==> src/rtl/tblink_rpc_ep_pkg.sv <==
// Shared types and constants for the tblink RPC network endpoint.
// Optional feature macro: TBLINK_RPC_EP_BCAST_EN (broadcast delivery of address 8'hFF).
package tblink_rpc_ep_pkg;

    localparam int unsigned HDR_DST_OFS = 0;
    localparam int unsigned HDR_LEN_OFS = 1;
    localparam logic [7:0]  BCAST_ADDR  = 8'hFF;

    localparam int OUT_TIP = 0;
    localparam int OUT_NET = 1;

    // Header states are numbered by the byte offset they expect next.
    typedef enum logic [1:0] {
        HDR_DST = 2'(HDR_DST_OFS),
        HDR_LEN = 2'(HDR_LEN_OFS),
        PAYLOAD = 2'd2
    } trk_state_e;

    typedef enum logic [1:0] {
        OWN_NONE = 2'd0,
        OWN_NET  = 2'd1,
        OWN_TIP  = 2'd2
    } neto_owner_e;

endpackage

==> src/rtl/tblink_rpc_ep_pkt_trk.sv <==
// Packet boundary tracker for one byte stream: flags the first byte and the last byte.
// state   | meaning
// HDR_DST | next byte is the destination address (start of packet)
// HDR_LEN | next byte is the payload length
// PAYLOAD | payload bytes remain; cnt_q holds how many
module tblink_rpc_ep_pkt_trk
    import tblink_rpc_ep_pkg::*;
(
    input  logic       uclock,
    input  logic       reset,
    input  logic       xfer,
    input  logic [7:0] dat,
    output logic       sop,
    output logic       eop
);

    trk_state_e state_q, state_d;
    logic [7:0] cnt_q, cnt_d;

    always_ff @(posedge uclock or negedge reset) begin
        if (!reset) begin
            state_q <= HDR_DST;
            cnt_q   <= '0;
        end else begin
            state_q <= state_d;
            cnt_q   <= cnt_d;
        end
    end

    always_comb begin
        state_d = state_q;
        cnt_d   = cnt_q;
        eop     = 1'b0;
        case (state_q)
            HDR_DST: begin
                if (xfer) state_d = HDR_LEN;
            end
            HDR_LEN: begin
                eop = (dat == 8'd0);
                if (xfer) begin
                    cnt_d   = dat;
                    state_d = (dat == 8'd0) ? HDR_DST : PAYLOAD;
                end
            end
            PAYLOAD: begin
                eop = (cnt_q == 8'd1);
                if (xfer) begin
                    cnt_d = cnt_q - 8'd1;
                    if (cnt_q == 8'd1) state_d = HDR_DST;
                end
            end
            default: state_d = HDR_DST;
        endcase
    end

    assign sop = (state_q == HDR_DST);

endmodule

==> src/rtl/tblink_rpc_ep.sv <==
// tblink RPC endpoint: routes ingress packets to the local TIP or onward, merges TIP traffic onto the network.
// Optional feature macro: TBLINK_RPC_EP_BCAST_EN (address 8'hFF goes to both the TIP and the network).
module tblink_rpc_ep
    import tblink_rpc_ep_pkg::*;
#(
    parameter logic [7:0] ADDR = 8'h00
) (
    input  logic       uclock,
    input  logic       reset,
    input  logic       hreq_i,
    output logic       hreq_o,
    input  logic [7:0] neti_dat,
    input  logic       neti_valid,
    output logic       neti_ready,
    output logic [7:0] neto_dat,
    output logic       neto_valid,
    input  logic       neto_ready,
    output logic [7:0] tipo_dat,
    output logic       tipo_valid,
    input  logic       tipo_ready,
    input  logic [7:0] tipi_dat,
    input  logic       tipi_valid,
    output logic       tipi_ready
);

    logic [1:0][1:0][7:0] mem_q;
    logic [1:0]           rd_q;
    logic [1:0][1:0]      cnt_q;
    logic [1:0]           wr, pop, space;
    logic [1:0][7:0]      wr_dat;

    neto_owner_e owner_q, owner_d;
    logic        prio_tip_q, prio_tip_d;
    logic        rt_tip_q, rt_net_q;
    logic        rdy_en_q, stall_q, stall;
    logic        n_sop, n_eop, t_sop, t_eop, n_xfer, t_xfer;
    logic        hit_tip, hit_net, route_tip, route_net;
    logic        net_req, tip_req, new_net, new_tip;

    tblink_rpc_ep_pkt_trk u_trk_neti (
        .uclock (uclock),
        .reset  (reset),
        .xfer   (n_xfer),
        .dat    (neti_dat),
        .sop    (n_sop),
        .eop    (n_eop)
    );

    tblink_rpc_ep_pkt_trk u_trk_tipi (
        .uclock (uclock),
        .reset  (reset),
        .xfer   (t_xfer),
        .dat    (tipi_dat),
        .sop    (t_sop),
        .eop    (t_eop)
    );

    // Two-entry output buffers; ready upstream is simply "not full" to keep paths short.
    always_ff @(posedge uclock or negedge reset) begin
        if (!reset) begin
            mem_q <= '0;
            rd_q  <= '0;
            cnt_q <= '0;
        end else begin
            for (int i = 0; i < 2; i++) begin
                if (wr[i]) mem_q[i][rd_q[i] ^ cnt_q[i][0]] <= wr_dat[i];
                if (pop[i]) rd_q[i] <= ~rd_q[i];
                cnt_q[i] <= cnt_q[i] + {1'b0, wr[i]} - {1'b0, pop[i]};
            end
        end
    end

    assign space[OUT_TIP] = (cnt_q[OUT_TIP] != 2'd2);
    assign space[OUT_NET] = (cnt_q[OUT_NET] != 2'd2);
    assign tipo_valid     = (cnt_q[OUT_TIP] != 2'd0);
    assign neto_valid     = (cnt_q[OUT_NET] != 2'd0);
    assign tipo_dat       = mem_q[OUT_TIP][rd_q[OUT_TIP]];
    assign neto_dat       = mem_q[OUT_NET][rd_q[OUT_NET]];
    assign pop[OUT_TIP]   = tipo_valid & tipo_ready;
    assign pop[OUT_NET]   = neto_valid & neto_ready;
    assign stall          = tipo_valid & ~tipo_ready;

    always_comb begin
`ifdef TBLINK_RPC_EP_BCAST_EN
        hit_tip = (neti_dat == ADDR) || (neti_dat == BCAST_ADDR);
        hit_net = (neti_dat != ADDR) || (neti_dat == BCAST_ADDR);
`else
        hit_tip = (neti_dat == ADDR);
        hit_net = !hit_tip;
`endif
        route_tip = n_sop ? hit_tip : rt_tip_q;
        route_net = n_sop ? hit_net : rt_net_q;

        // neto is granted per packet; a tipi packet that lost once wins the next boundary.
        net_req = neti_valid && n_sop && hit_net;
        tip_req = tipi_valid && t_sop && !hreq_i;
        new_net = (owner_q == OWN_NONE) && net_req && !(tip_req && prio_tip_q);
        new_tip = (owner_q == OWN_NONE) && tip_req && !new_net;

        neti_ready = rdy_en_q && (!route_tip || space[OUT_TIP])
                     && (!route_net || (((owner_q == OWN_NET) || new_net) && space[OUT_NET]));
        tipi_ready = rdy_en_q && space[OUT_NET] && ((owner_q == OWN_TIP) || new_tip);

        n_xfer = neti_valid && neti_ready;
        t_xfer = tipi_valid && tipi_ready;

        wr[OUT_TIP]     = n_xfer && route_tip;
        wr[OUT_NET]     = (n_xfer && route_net) || t_xfer;
        wr_dat[OUT_TIP] = neti_dat;
        wr_dat[OUT_NET] = t_xfer ? tipi_dat : neti_dat;

        owner_d    = owner_q;
        prio_tip_d = prio_tip_q;
        if ((n_xfer && route_net && n_eop) || (t_xfer && t_eop)) begin
            owner_d = OWN_NONE;
        end else if (n_xfer && new_net) begin
            owner_d = OWN_NET;
        end else if (t_xfer && new_tip) begin
            owner_d = OWN_TIP;
        end
        if (n_xfer && new_net && tip_req) begin
            prio_tip_d = 1'b1;
        end else if (t_xfer && new_tip) begin
            prio_tip_d = 1'b0;
        end
    end

    always_ff @(posedge uclock or negedge reset) begin
        if (!reset) begin
            owner_q    <= OWN_NONE;
            prio_tip_q <= 1'b0;
            rt_tip_q   <= 1'b0;
            rt_net_q   <= 1'b0;
            rdy_en_q   <= 1'b0;
            stall_q    <= 1'b0;
            hreq_o     <= 1'b0;
        end else begin
            owner_q    <= owner_d;
            prio_tip_q <= prio_tip_d;
            rdy_en_q   <= 1'b1;
            stall_q    <= stall;
            hreq_o     <= hreq_i | (stall & stall_q);
            if (n_xfer && n_sop) begin
                rt_tip_q <= hit_tip;
                rt_net_q <= hit_net;
            end
        end
    end

endmodule

==> config.mk <==
export PLATFORM = sky130hd
export DESIGN_NAME = tblink_rpc_ep
export DESIGN_NICKNAME = d
export VERILOG_FILES = /design/src/rtl/tblink_rpc_ep_pkg.sv /design/src/rtl/tblink_rpc_ep_pkt_trk.sv /design/src/rtl/tblink_rpc_ep.sv
export SDC_FILE = /design/constraint.sdc
export NUM_CORES = 1
export LEC_CHECK = 0
export CORE_MARGIN = 1.5
export CORE_UTILIZATION = 60
export CTS_CLUSTER_SIZE = 20
export DETAILED_ROUTE_END_ITERATION = 7
export PLACE_DENSITY = 0.84
export SYNTH_ARGS = -nofsm -noshare
export SYNTH_HDL_FRONTEND = slang
export SYNTH_SLANG_ARGS = --single-unit
==> constraint.sdc <==
create_clock -name uclock -period 4.4 [get_ports uclock]
set_input_delay 0.88 -clock uclock [delete_from_list [all_inputs] [get_ports uclock]]
set_output_delay 0.88 -clock uclock [all_outputs]
set_load 0.01 [all_outputs]
**Word-level counts from Yosys, hierarchy flattened**

Cells that the tools add are included.

- Flip-flop bits (word level): 66
- Latch bits: 0
- Memory bits (writable): 0
- ROM bits: 0
- Output and inout port bits: 21
- Logic and storage cells: 150
- Memories: 0

- $add $sub $neg: 6
- Multiply operators: 0
- Divide/modulo/power cells: 0
- $lt $le $gt $ge: 6
- Equality and inequality tests: 18
- Shift-type cells: 0
- Mux-type cells: 38
- Bitwise logic cells: 10
- Reduce and logical (&&, ||, !) cells: 53

Operators with widths:

| kind | number |
|---|---|
| 8-bit 2-to-1 mux | 11 |
| 16-bit bitwise mux | 2 |
| 8-bit case mux with 2 select lines | 2 |
| 1-bit logical AND | 26 |
| 2-bit 2-to-1 mux | 13 |
| 8-bit demux with 1-bit select | 2 |
| 8-bit by 1-bit equality test with 1-bit output, second input constant | 2 |
| 8-bit logical NOT | 2 |
| 8-bit by 1-bit subtractor with 8-bit output, second input constant | 2 |
| 2-bit inequality test, second input constant | 6 |
| 2-bit case mux with 3 select lines | 2 |
| 2-bit nonzero test | 5 |
| 1-bit by 2-bit less-than comparator with 1-bit output, second input constant | 4 |
| 2-bit by 1-bit inequality test with 1-bit output, second input constant | 4 |
| 4-bit AND reduction | 2 |
| 2-bit by 1-bit equality test with 1-bit output, second input constant | 3 |
| 2-bit equality test, second input constant | 3 |
| 1-bit logical NOT | 6 |
| 2-bit logical NOT | 3 |
| 1-bit logical OR | 6 |
| 3-bit AND reduction | 2 |
| 2-bit by 1-bit adder with 2-bit output | 2 |
| 1-bit AND | 4 |
| 1-bit 2-to-1 mux | 4 |
| 7 further kinds | 13 |

**Logic depth before layout (Yosys ltp)**

Gate-level depths: netlist of the first run.

- Word-level depth: 15
- Gate-level depth with buffers: 15

**Modules after synthesis**

A second synthesis of the first run with hierarchy kept.

- Cell total of the unflattened synthesis: 368
- Area total of the unflattened synthesis: 4,008.8 sq um

By module, submodules not included:

| module | times used | cells each | area each (sq um) | sequential area each (sq um) |
|---|---|---|---|---|
| tblink_rpc_ep | 1 | 204 | 2,474.9 | 1,151.1 |
| tblink_rpc_ep_pkt_trk | 2 | 82 | 767.0 | 250.2 |

**Worst setup path before layout of the first run**

No wires, ideal clock.

- Path type: input-to-reg
- Start point: in neti_dat[5]
- End point: reg cnt_q[3] (netlist bit)
- Setup time: 0.123 ns
- Arrival time: 3.058 ns
- Data required time: 4.277 ns
- Path slack: 1.219 ns
- Stages on the path: 12
- Path buffers: 2
- Cells stage by stage: or4_4 -> o211a_1 -> nor2_1 -> a21o_1 -> buf_2 -> buf_6 -> inv_1 -> ha_1 -> inv_1 -> ha_1 -> xnor2_1 -> xnor2_1

- Word-level cells in the longest chain between the ends: 14
- Elaborated cells on any way between the ends: 25

Ends and longest elaborated chain:

| what | line | text |
|---|---|---|
| start, declared | tblink_rpc_ep.sv:12 | `input logic [7:0] neti_dat,` |
| 8-bit logical NOT * | tblink_rpc_ep.sv:88 | `hit_tip = (neti_dat == ADDR);` |
| 1-bit logical NOT | tblink_rpc_ep.sv:89 | `hit_net = !hit_tip;` |
| 1-bit logical AND | tblink_rpc_ep.sv:95 | `net_req = neti_valid && n_sop && hit_net;` |
| 1-bit logical AND (2 in a row) | tblink_rpc_ep.sv:97 | `new_net = (owner_q == OWN_NONE) && net_req && !(tip_req && prio_tip_q);` |
| 1-bit logical OR | tblink_rpc_ep.sv:101 | `&& (!route_net \|\| (((owner_q == OWN_NET) \|\| new_net) && space[OUT_NET]));` |
| 1-bit logical AND | tblink_rpc_ep.sv:101 |  |
| 1-bit logical OR | tblink_rpc_ep.sv:101 |  |
| 1-bit logical AND | tblink_rpc_ep.sv:101 |  |
| 1-bit logical AND | tblink_rpc_ep.sv:104 | `n_xfer = neti_valid && neti_ready;` |
| 1-bit logical AND | tblink_rpc_ep.sv:108 | `wr[OUT_NET] = (n_xfer && route_net) \|\| t_xfer;` |
| 1-bit logical OR * | tblink_rpc_ep.sv:108 |  |
| 2-bit by 1-bit adder with 2-bit output * | tblink_rpc_ep.sv:68 | `cnt_q[i] <= cnt_q[i] + {1'b0, wr[i]} - {1'b0, pop[i]};` |
| 2-bit by 1-bit subtractor with 2-bit output * | tblink_rpc_ep.sv:68 |  |
| end signal, assigned by index | tblink_rpc_ep.sv:68 |  |
| end, declared | tblink_rpc_ep.sv:28 | `logic [1:0][1:0] cnt_q;` |

Mark *: on every way between the ends. The rest lies on a longest branch, timed or not.
A chain may end at the register's enable or synchronous reset.

**Final worst setup path of the first run**

- Start point: in neti_dat[5]
- End point: out neti_ready

- Word-level cells in the longest chain between the ends: 9
- Elaborated cells on any way between the ends: 15

Ends and longest elaborated chain:

| what | line | text |
|---|---|---|
| 8-bit logical NOT * | tblink_rpc_ep.sv:88 |  |
| 1-bit logical NOT | tblink_rpc_ep.sv:89 |  |
| 1-bit logical AND | tblink_rpc_ep.sv:95 |  |
| 1-bit logical AND (2 in a row) | tblink_rpc_ep.sv:97 |  |
| 1-bit logical OR | tblink_rpc_ep.sv:101 |  |
| 1-bit logical AND | tblink_rpc_ep.sv:101 |  |
| 1-bit logical OR | tblink_rpc_ep.sv:101 |  |
| 1-bit logical AND * | tblink_rpc_ep.sv:101 |  |
| end, declared | tblink_rpc_ep.sv:14 | `output logic neti_ready,` |

Marked as above.

==> metrics.md, run 1 <==
| Metric | Value |
|---|---|
| Setup slack after placement | 0.395 ns |
| Synth area leader | sky130_fd_sc_hd__dfrtp_1 |
| Number of buffers inserted to repair setup after CTS | 0 |
| Share of the synthesized area in the top cell type | 0.409 |
| Reg-to-reg startpoint | u_trk_neti.state_q[0]$_DFFE_PN0P_ |
| Number of antenna violations at the first check in global routing | 0 |
| Layout Cells excl Fill | 535 |
| WP data required | 3.52 ns |
| Post-DP HPWL | 7.12 mm |
| Max-cap violations | 0 |
| P_int | 0.00159 W |
| Drt wl/cell | 18.8 um |
| Initial drt markers | 297 |
| Max Root-Sink Buffers | 2 |
| Cts-stage hold buffer count | 0 |
| Final core utilization | 0.739 |
| Placed insts | 519 |
| Portion of total power attributed to the clock network | 0.196 |
| Fmax | 248 MHz |
| Number of buffers inserted by port buffering | 43 |
| Worst slew slack as a fraction of its limit | 0.368 |
| Number of distinct standard cells referenced by the synthesized netlist | 59 |
| Skew final | 0.00996 ns |
| Number of enable-type register cells in the synthesized netlist | 0 |
| Switching share of power | 0.392 |
| Setup WS post-layout | 0.367 ns |
| Count of state elements after synthesis | 66 |
| Global route overflow | 0 |
| Die H | 85.1 um |
| Clock transition at path regs | 0.07 ns |
| CTS tree | done |
| Result of the run | complete, but fails checks |
| Seq pwr share | 0.346 |
| Vias per cell | 6.53 |
| Setup-failing EPs final | 0 |
| Unrepaired setup endpoints after global routing | false |
| Core area | 6420 um^2 |
| Instance count of the mapped netlist | 407 |
| Final period util | 0.916 |
| Time the final worst path needs with I/O delays and setup | 4.03 ns |
| Setup slack, reg-to-reg | 1.10 ns |
| Top area cells in the synthesized netlist | sky130_fd_sc_hd__dfrtp_1 41%, sky130_fd_sc_hd__mux2_2 9.8%, sky130_fd_sc_hd__ha_1 4.6% |
| Synth top cells by count | 66 x sky130_fd_sc_hd__dfrtp_1, 35 x sky130_fd_sc_hd__mux2_2, 33 x sky130_fd_sc_hd__nor2_1 |
| Sequential area share after synthesis | 0.409 |
| RD Place Congestion | 0.875 |
| Worst-path fanout max | 7 |
| Count of clock tree sinks | 66 |
| Violations in the final reports | design-rule violations |
| Psw | 0.00103 W |
| Worst reg2reg path endpoint | cnt_q[3]$_DFF_PN0_ |
| Final Hold Vio Count | 0 |
| Ratio of cells with drive above 1 in the final layout | 0.164 |
| VDD IR max | 0.000384 V |
| Worst skew pair latency | 0.35 ns |
| Wire length of the first global-routing pass | 16.7 mm |
| Warnings from Yosys | 0 |
| Detailed-router iteration count before antenna repair | 7 |
| TritonCTS Buffers | 9 |
| Die Outline Area | 7240 um^2 |
| Hold Crit Class | reg2reg |
| Worst hold start | stall_q$_DFF_PN0_ |
| GRT Util Overall | 0.296 |
| Hold path cells | 1 |
| Arrival time of the worst setup path | 3.15 ns |
| Final number of max-transition violations | 0 |
| Overall routed net length | 10.1 mm |
| Standby leakage power | 2.17 nW |
| Fraction of registers with async set/reset | 1.00 |
| CTS Root Cell | sky130_fd_sc_hd__clkbuf_8 |
| Total negative setup slack | 0 ns |
| Initial core utilization | 0.629 |
| Worst-margin pin slew | 0.948 ns |
| Cell row count | 29 |
| Pin count of the biggest net entering global routing | 35 |
| Most frequent cell after synthesis | sky130_fd_sc_hd__dfrtp_1 |
| Area growth, synth to finish | 17.4% |
| Sink of the worst hold path | hreq_o$_DFF_PN0_ |
| Synth Flop Type | sky130_fd_sc_hd__dfrtp_1 |
| Horiz. Die Dim | 85.1 um |
| Number of top-level pins | 44 |
| Number of H-tree branching levels | 3 |
| Resize count post-CTS | 0 |
| Endpoint type of the worst setup path | output pin |
| Via count of the first global-routing pass | 3388 |
| Combinational Power Share | 0.458 |
| Power density over the cells | 551 nW/um^2 |
| Critical setup path kind | in2out |
| Syn Std Cell Area | 4040 um^2 |
| # diodes | 0 |
| Post-synthesis net count | 445 |
| Vias post-DR | 3495 |
| Count of nets left with antenna violations after detail routing | 0 |
| Synthesized area per cell | 9.93 um^2 |
| Number of nets at the end of the flow | 491 |
| Cell count of the worst reg-to-reg path | 11 |
| Type of origin of the critical path | primary input |
| DRC | 3 |
-- final cells by class --
cell class              count  area, um^2
repair buffers             51         485
inverters                  17        63.8
multi-input cells         308        2250
clock inverters             7        70.1
flip-flops and latches     66        1650
fillers                   463        1680
well taps                  77        96.3
clock buffers               9         124
-- metrics by stage --
| step | hold slack [ns] | total power, W | area, um^2 |
|---|---|---|---|
| after floorplan | 0.425 | 0.00173 | 4040 |
| after global placement | 0.439 | 0.00204 | 4550 |
| after detailed placement | 0.435 | 0.00209 | 4550 |
| after CTS | 0.452 | 0.00260 | 4740 |
| after global routing | 0.464 | 0.00278 | 4740 |
| final | 0.450 | 0.00262 | 4740 |
-- cell families (layout without fill, tap and decap cells) --
kind of cell	Yosys count	in the layout	synth area share
simple gates	142	142	0.182
compound gates	104	104	0.206
flops	66	66	0.409
mux	37	37	0.103
buf+inv	33	84	0.0338
fa+ha+maj	15	15	0.0465
xor+xnor	9	9	0.0195
other cells	1	1	0.000928
-- layer usage --
| layer | wire length (um) | vias up | part of all wire | global-route usage |
|---|---|---|---|---|
| met5 | 0 | - | 0 | 0 |
| met1 | 4400 | 1692 | 0.44 | 0.410 |
| li1 | - | 1619 | - | - |
| met3 | 696 | 24 | 0.069 | 0.0477 |
| met2 | 4750 | 160 | 0.47 | 0.461 |
| met4 | 245 | 0 | 0.024 | 0.130 |
-- flip-flops by register name, summed over array words and instances, names as in the netlist --
signal / flops
cnt_q: 4
hreq_o: 1
mem_q: 32
owner_q: 2
prio_tip_q: 1
rd_q: 2
rdy_en_q: 1
rt_net_q: 1
rt_tip_q: 1
stall_q: 1
u_trk_neti.cnt_q: 8
u_trk_neti.state_q: 2
u_trk_tipi.cnt_q: 8
u_trk_tipi.state_q: 2
-- how the worst max path moves through the flow --
stage                               endpoint        start  cells after the start  slack (ns)
after CTS                         neti_ready  neti_dat[5]                      6        0.39
after detailed placement          neti_ready  neti_dat[5]                      6        0.40
after floorplan           cnt_q[3]$_DFF_PN0_  neti_dat[5]                     12        1.22
after global routing              tipi_ready  neti_dat[5]                      6        0.27
after global placement            neti_ready  neti_dat[5]                      6        0.42
final                             neti_ready  neti_dat[5]                      6        0.37
-- power groups by stage --
stage | logic, W | clock network, W | registers (W)
4_1_cts | 0.00119 | 0.000513 | 0.000903
2_1_floorplan | 0.000891 | 0 | 0.000841
3_5_place_dp | 0.00118 | 0 | 0.000911
3_3_place_gp | 0.00114 | 0 | 0.000903
5_1_grt | 0.00131 | 0.000544 | 0.000927
6_report | 0.00120 | 0.000512 | 0.000905
-- critical path, stage by stage --
cell and delay (ns):
sky130_fd_sc_hd__clkdlybuf4s50_1 0.54, sky130_fd_sc_hd__or4_4 0.65, sky130_fd_sc_hd__o21ai_4 0.26, sky130_fd_sc_hd__o221ai_1 0.13
sky130_fd_sc_hd__nor2_1 0.14, sky130_fd_sc_hd__clkdlybuf4s50_1 0.55
-- placed cells by master, fill, tap and decap left out, types with 5 or more instances in the layout --
| master | instances |
|---|---|
| sky130_fd_sc_hd__nand3_1 | 30 |
| sky130_fd_sc_hd__clkbuf_8 | 9 |
| sky130_fd_sc_hd__nor3_1 | 7 |
| sky130_fd_sc_hd__and3_1 | 5 |
| sky130_fd_sc_hd__nor2_1 | 33 |
| sky130_fd_sc_hd__buf_4 | 8 |
| sky130_fd_sc_hd__nand2_1 | 25 |
| sky130_fd_sc_hd__nand4_1 | 6 |
| sky130_fd_sc_hd__xnor2_1 | 6 |
| sky130_fd_sc_hd__dfrtp_1 | 66 |
| sky130_fd_sc_hd__a21oi_1 | 17 |
| sky130_fd_sc_hd__ha_1 | 15 |
| sky130_fd_sc_hd__inv_1 | 17 |
| sky130_fd_sc_hd__o22a_1 | 16 |
| sky130_fd_sc_hd__clkdlybuf4s50_1 | 42 |
| sky130_fd_sc_hd__o21ai_0 | 14 |
| sky130_fd_sc_hd__o211a_1 | 18 |
| sky130_fd_sc_hd__mux2_2 | 35 |
| sky130_fd_sc_hd__nor4_1 | 8 |
| sky130_fd_sc_hd__a31oi_1 | 5 |
Power figures use the tool's default switching activity.
==> run 2: changes to the inputs <==
--- a/config.mk
+++ b/config.mk
@@ -5,6 +5,7 @@
 export SDC_FILE = /design/constraint.sdc
 export NUM_CORES = 1
 export LEC_CHECK = 0
+export CAP_MARGIN = 20
 export CORE_MARGIN = 1.5
 export CORE_UTILIZATION = 60
 export CTS_CLUSTER_SIZE = 20
==> results of run 2 <==
The final DEF is identical to that of run 1; final timing and power are the same.
==> run 3: changes to the inputs <==
--- a/config.mk
+++ b/config.mk
@@ -6,7 +6,6 @@
 export NUM_CORES = 1
 export LEC_CHECK = 0
 export CAP_MARGIN = 20
-export CORE_MARGIN = 1.5
 export CORE_UTILIZATION = 60
 export CTS_CLUSTER_SIZE = 20
 export DETAILED_ROUTE_END_ITERATION = 7
==> run 3 against run 2 <==
Net effect:
- the flow still finishes with violations (design-rule violations)
- combinational power hardly changed
- non-clock buffer count is 1 lower
- final cell count fell by 0.19%
- power is 2.5% higher
- critical path depth unchanged
- wire length fell by 0.41%
- core utilization increased by 0.25 points
==> metrics.md, run 3 (synthesized netlist as in run 1, its figures left out) <==
| Metric | Value |
|---|---|
| Horiz. Die Dim | 84.1 um (-1.2%) |
| Core area | 6420 um^2 (unchanged) |
| Top Registers | mem_q (32), u_trk_neti.cnt_q (8), u_trk_tipi.cnt_q (8) |
| Cell family with the largest share of critical-path delay | buffers and inverters |
| Wire length of the first global-routing pass | 16.8 mm (+0.70%) |
| Tightest hold margin | 0.467 ns (+0.0176 ns) |
| Post-route total power | 0.00268 W (+2.5%) |
| Met1 WL | 4.51 mm (+2.6%) |
| Global route overflow | 0 (unchanged) |
| Final number of max-transition violations | 0 (unchanged) |
| Initial core utilization | 0.629 (unchanged) |
| Max Root-Sink Buffers | 2 (unchanged) |
| Via count of the first global-routing pass | 3474 (+2.5%) |
| Total negative setup slack | 0 ns (unchanged) |
| Number of antenna violations at the first check in global routing | 0 (unchanged) |
| Most used cells in the layout excluding fill and tap cells | 66 x sky130_fd_sc_hd__dfrtp_1, 42 x sky130_fd_sc_hd__clkdlybuf4s50_1, 35 x sky130_fd_sc_hd__mux2_2 |
| CTS tree | done |
| TritonCTS Buffers | 9 (unchanged) |
| Hold Crit Class | reg2reg |
| Standby leakage power | 2.19 nW (+0.61%) |
| Final Hold Vio Count | 0 (unchanged) |
| Overall routed net length | 10.0 mm (-0.41%) |
| Ratio of cells with drive above 1 in the final layout | 0.162 (-0.00183) |
| Number of nets at the end of the flow | 490 (-0.20%) |
| GRT Util Overall | 0.303 (+0.00730) |
| Arrival time of the worst setup path | 3.12 ns (-0.03 ns) |
| Worst-margin pin slew | 0.940 ns (-0.00839 ns) |
| Top reg by flops | mem_q |
| Detailed-router iteration count before antenna repair | 7 (unchanged) |
| WP data required | 3.52 ns (about the same) |
| Endpoint type of the worst setup path | output pin |
| Cell type of the slowest stage on the worst timing path | sky130_fd_sc_hd__or4_4 |
| Crit path cell chain | clkdlybuf4s50_1 -> or4_4 -> o21ai_4 -> o221ai_1 -> nor2_1 -> clkdlybuf4s50_1 |
| Type of origin of the critical path | primary input |
| FF/Latch Area | 1650 um^2 (unchanged) |
| Layout Cells excl Fill | 534 (-0.19%) |
| Unrepaired setup endpoints after global routing | false |
| Resize count post-CTS | 0 (unchanged) |
| Time the final worst path needs with I/O delays and setup | 4.00 ns (-0.0297 ns) |
| Clock transition at path regs | 0.08 ns (about the same) |
| # diodes | 0 (unchanged) |
| Post-DP HPWL | 7.00 mm (-1.7%) |
| Number of top-level pins | 44 (unchanged) |
| Cell row count | 29 (unchanged) |
| Number of H-tree branching levels | 3 (unchanged) |
| Worst-path fanout max | 7 (unchanged) |
| Slowest cell delay on critical path | 0.64 ns (about the same) |
| Final period util | 0.910 (-0.00676) |
| Top routing layer in use | met4 |
| Die H | 84.1 um (-1.2%) |
| Placed insts | 518 (-0.19%) |
| Number of buffers inserted by port buffering | 43 (unchanged) |
| Area used by multi-input combinational logic | 2250 um^2 (unchanged) |
| Area growth, synth to finish | 17.8% |
| Number of buffers and inverters on the critical path | 2 (unchanged) |
| Worst skew pair latency | 0.35 ns (about the same) |
| RD Place Congestion | 0.897 (+2.6%) |
| Power density over the cells | 563 nW/um^2 (+2.2%) |
| Critical setup path kind | in2out |
| VDD IR max | 0.000431 V (+12%) |
| Worst slew slack as a fraction of its limit | 0.373 (+0.00559) |
| Vias per cell | 6.51 (-0.36%) |
| Fmax | 250 MHz (+0.74%) |
| Number of buffers inserted to repair setup after CTS | 0 (unchanged) |
| Drt wl/cell | 18.8 um (-0.22%) |
| Cts-stage hold buffer count | 0 (unchanged) |
| DRC | 6 (+3) |
| Max-cap violations | 0 (unchanged) |
| Met2 Wirelength | 4.87 mm (+2.7%) |
| Cell repeated most along the worst path | sky130_fd_sc_hd__clkdlybuf4s50_1 |
| Fill cells | 452 (-2.4%) |
| Violations in the final reports | design-rule violations |
| Vias post-DR | 3476 (-0.54%) |
| CTS Root Cell | sky130_fd_sc_hd__clkbuf_8 |
| Pin count of the biggest net entering global routing | 43 (+23%) |
| Commonest non-fill, non-tap cell in the layout | sky130_fd_sc_hd__dfrtp_1 |
| Die Outline Area | 7070 um^2 (-2.3%) |
| Flip-flop count of the largest register, all copies and words added | 32 (unchanged) |
| Count of clock tree sinks | 66 (unchanged) |
| Skew final | 0.00733 ns (-0.00263 ns) |
| Setup-failing EPs final | 0 (unchanged) |
| Result of the run | complete, but fails checks |
| Count of nets left with antenna violations after detail routing | 0 (unchanged) |
| Met3 routed WL | 513 um (-26%) |
| Initial drt markers | 265 (-11%) |
-- run 3: area by class of cell --
class                   instances  share of cell area
clock buffers                   9              0.0260
flip-flops and latches         66               0.347
repair buffers                 50               0.100
multi-input cells             308               0.473
well taps                      77              0.0202
inverters                      17              0.0134
clock inverters                 7              0.0197
-- run 3: final timing paths --
path                                              startpoint  slack, ns  cells past startpoint                         endpoint
setup reg to reg           u_trk_neti.state_q[0]$_DFFE_PN0P_       1.13                     11               cnt_q[3]$_DFF_PN0_
hold reg to reg                            stall_q$_DFF_PN0_       0.47                      1                 hreq_o$_DFF_PN0_
setup / recovery                                 neti_dat[5]       0.40                      6                       neti_ready
max in group asynchronous                              reset       2.85                      2            mem_q[25]$_DFFE_PN0P_
hold / removal                             stall_q$_DFF_PN0_       0.47                      1                 hreq_o$_DFF_PN0_
min in group asynchronous                              reset       0.67                      1  u_trk_tipi.cnt_q[2]$_DFFE_PN0P_
-- run 3: metal layers --
layer	GRT usage	vias to the layer above
li1	-	1620
met1	0.419	1717
met2	0.479	125
met3	0.0465	14
met4	0.122	0
met5	0	-
-- run 3: power by group --
part / switching, W / leakage [nW] / total, W / internal (W)
Sequential: 0.000159 / 0.834 / 0.000903 / 0.000744
Clock: 0.000257 / 0.105 / 0.000575 / 0.000318
Combinational: 0.000617 / 1.25 / 0.00120 / 0.000587
Total: 0.00103 / 2.19 / 0.00268 / 0.00165
-- run 3: through the flow --
step	util	setup slack (ns)	cell area, um^2
final	0.741	0.397	4760
after global routing	0.741	0.306	4760
after CTS	0.741	0.407	4760
after detailed placement	0.707	0.420	4540
after global placement	0.707	0.441	4540
after floorplan	-	1.22	4040
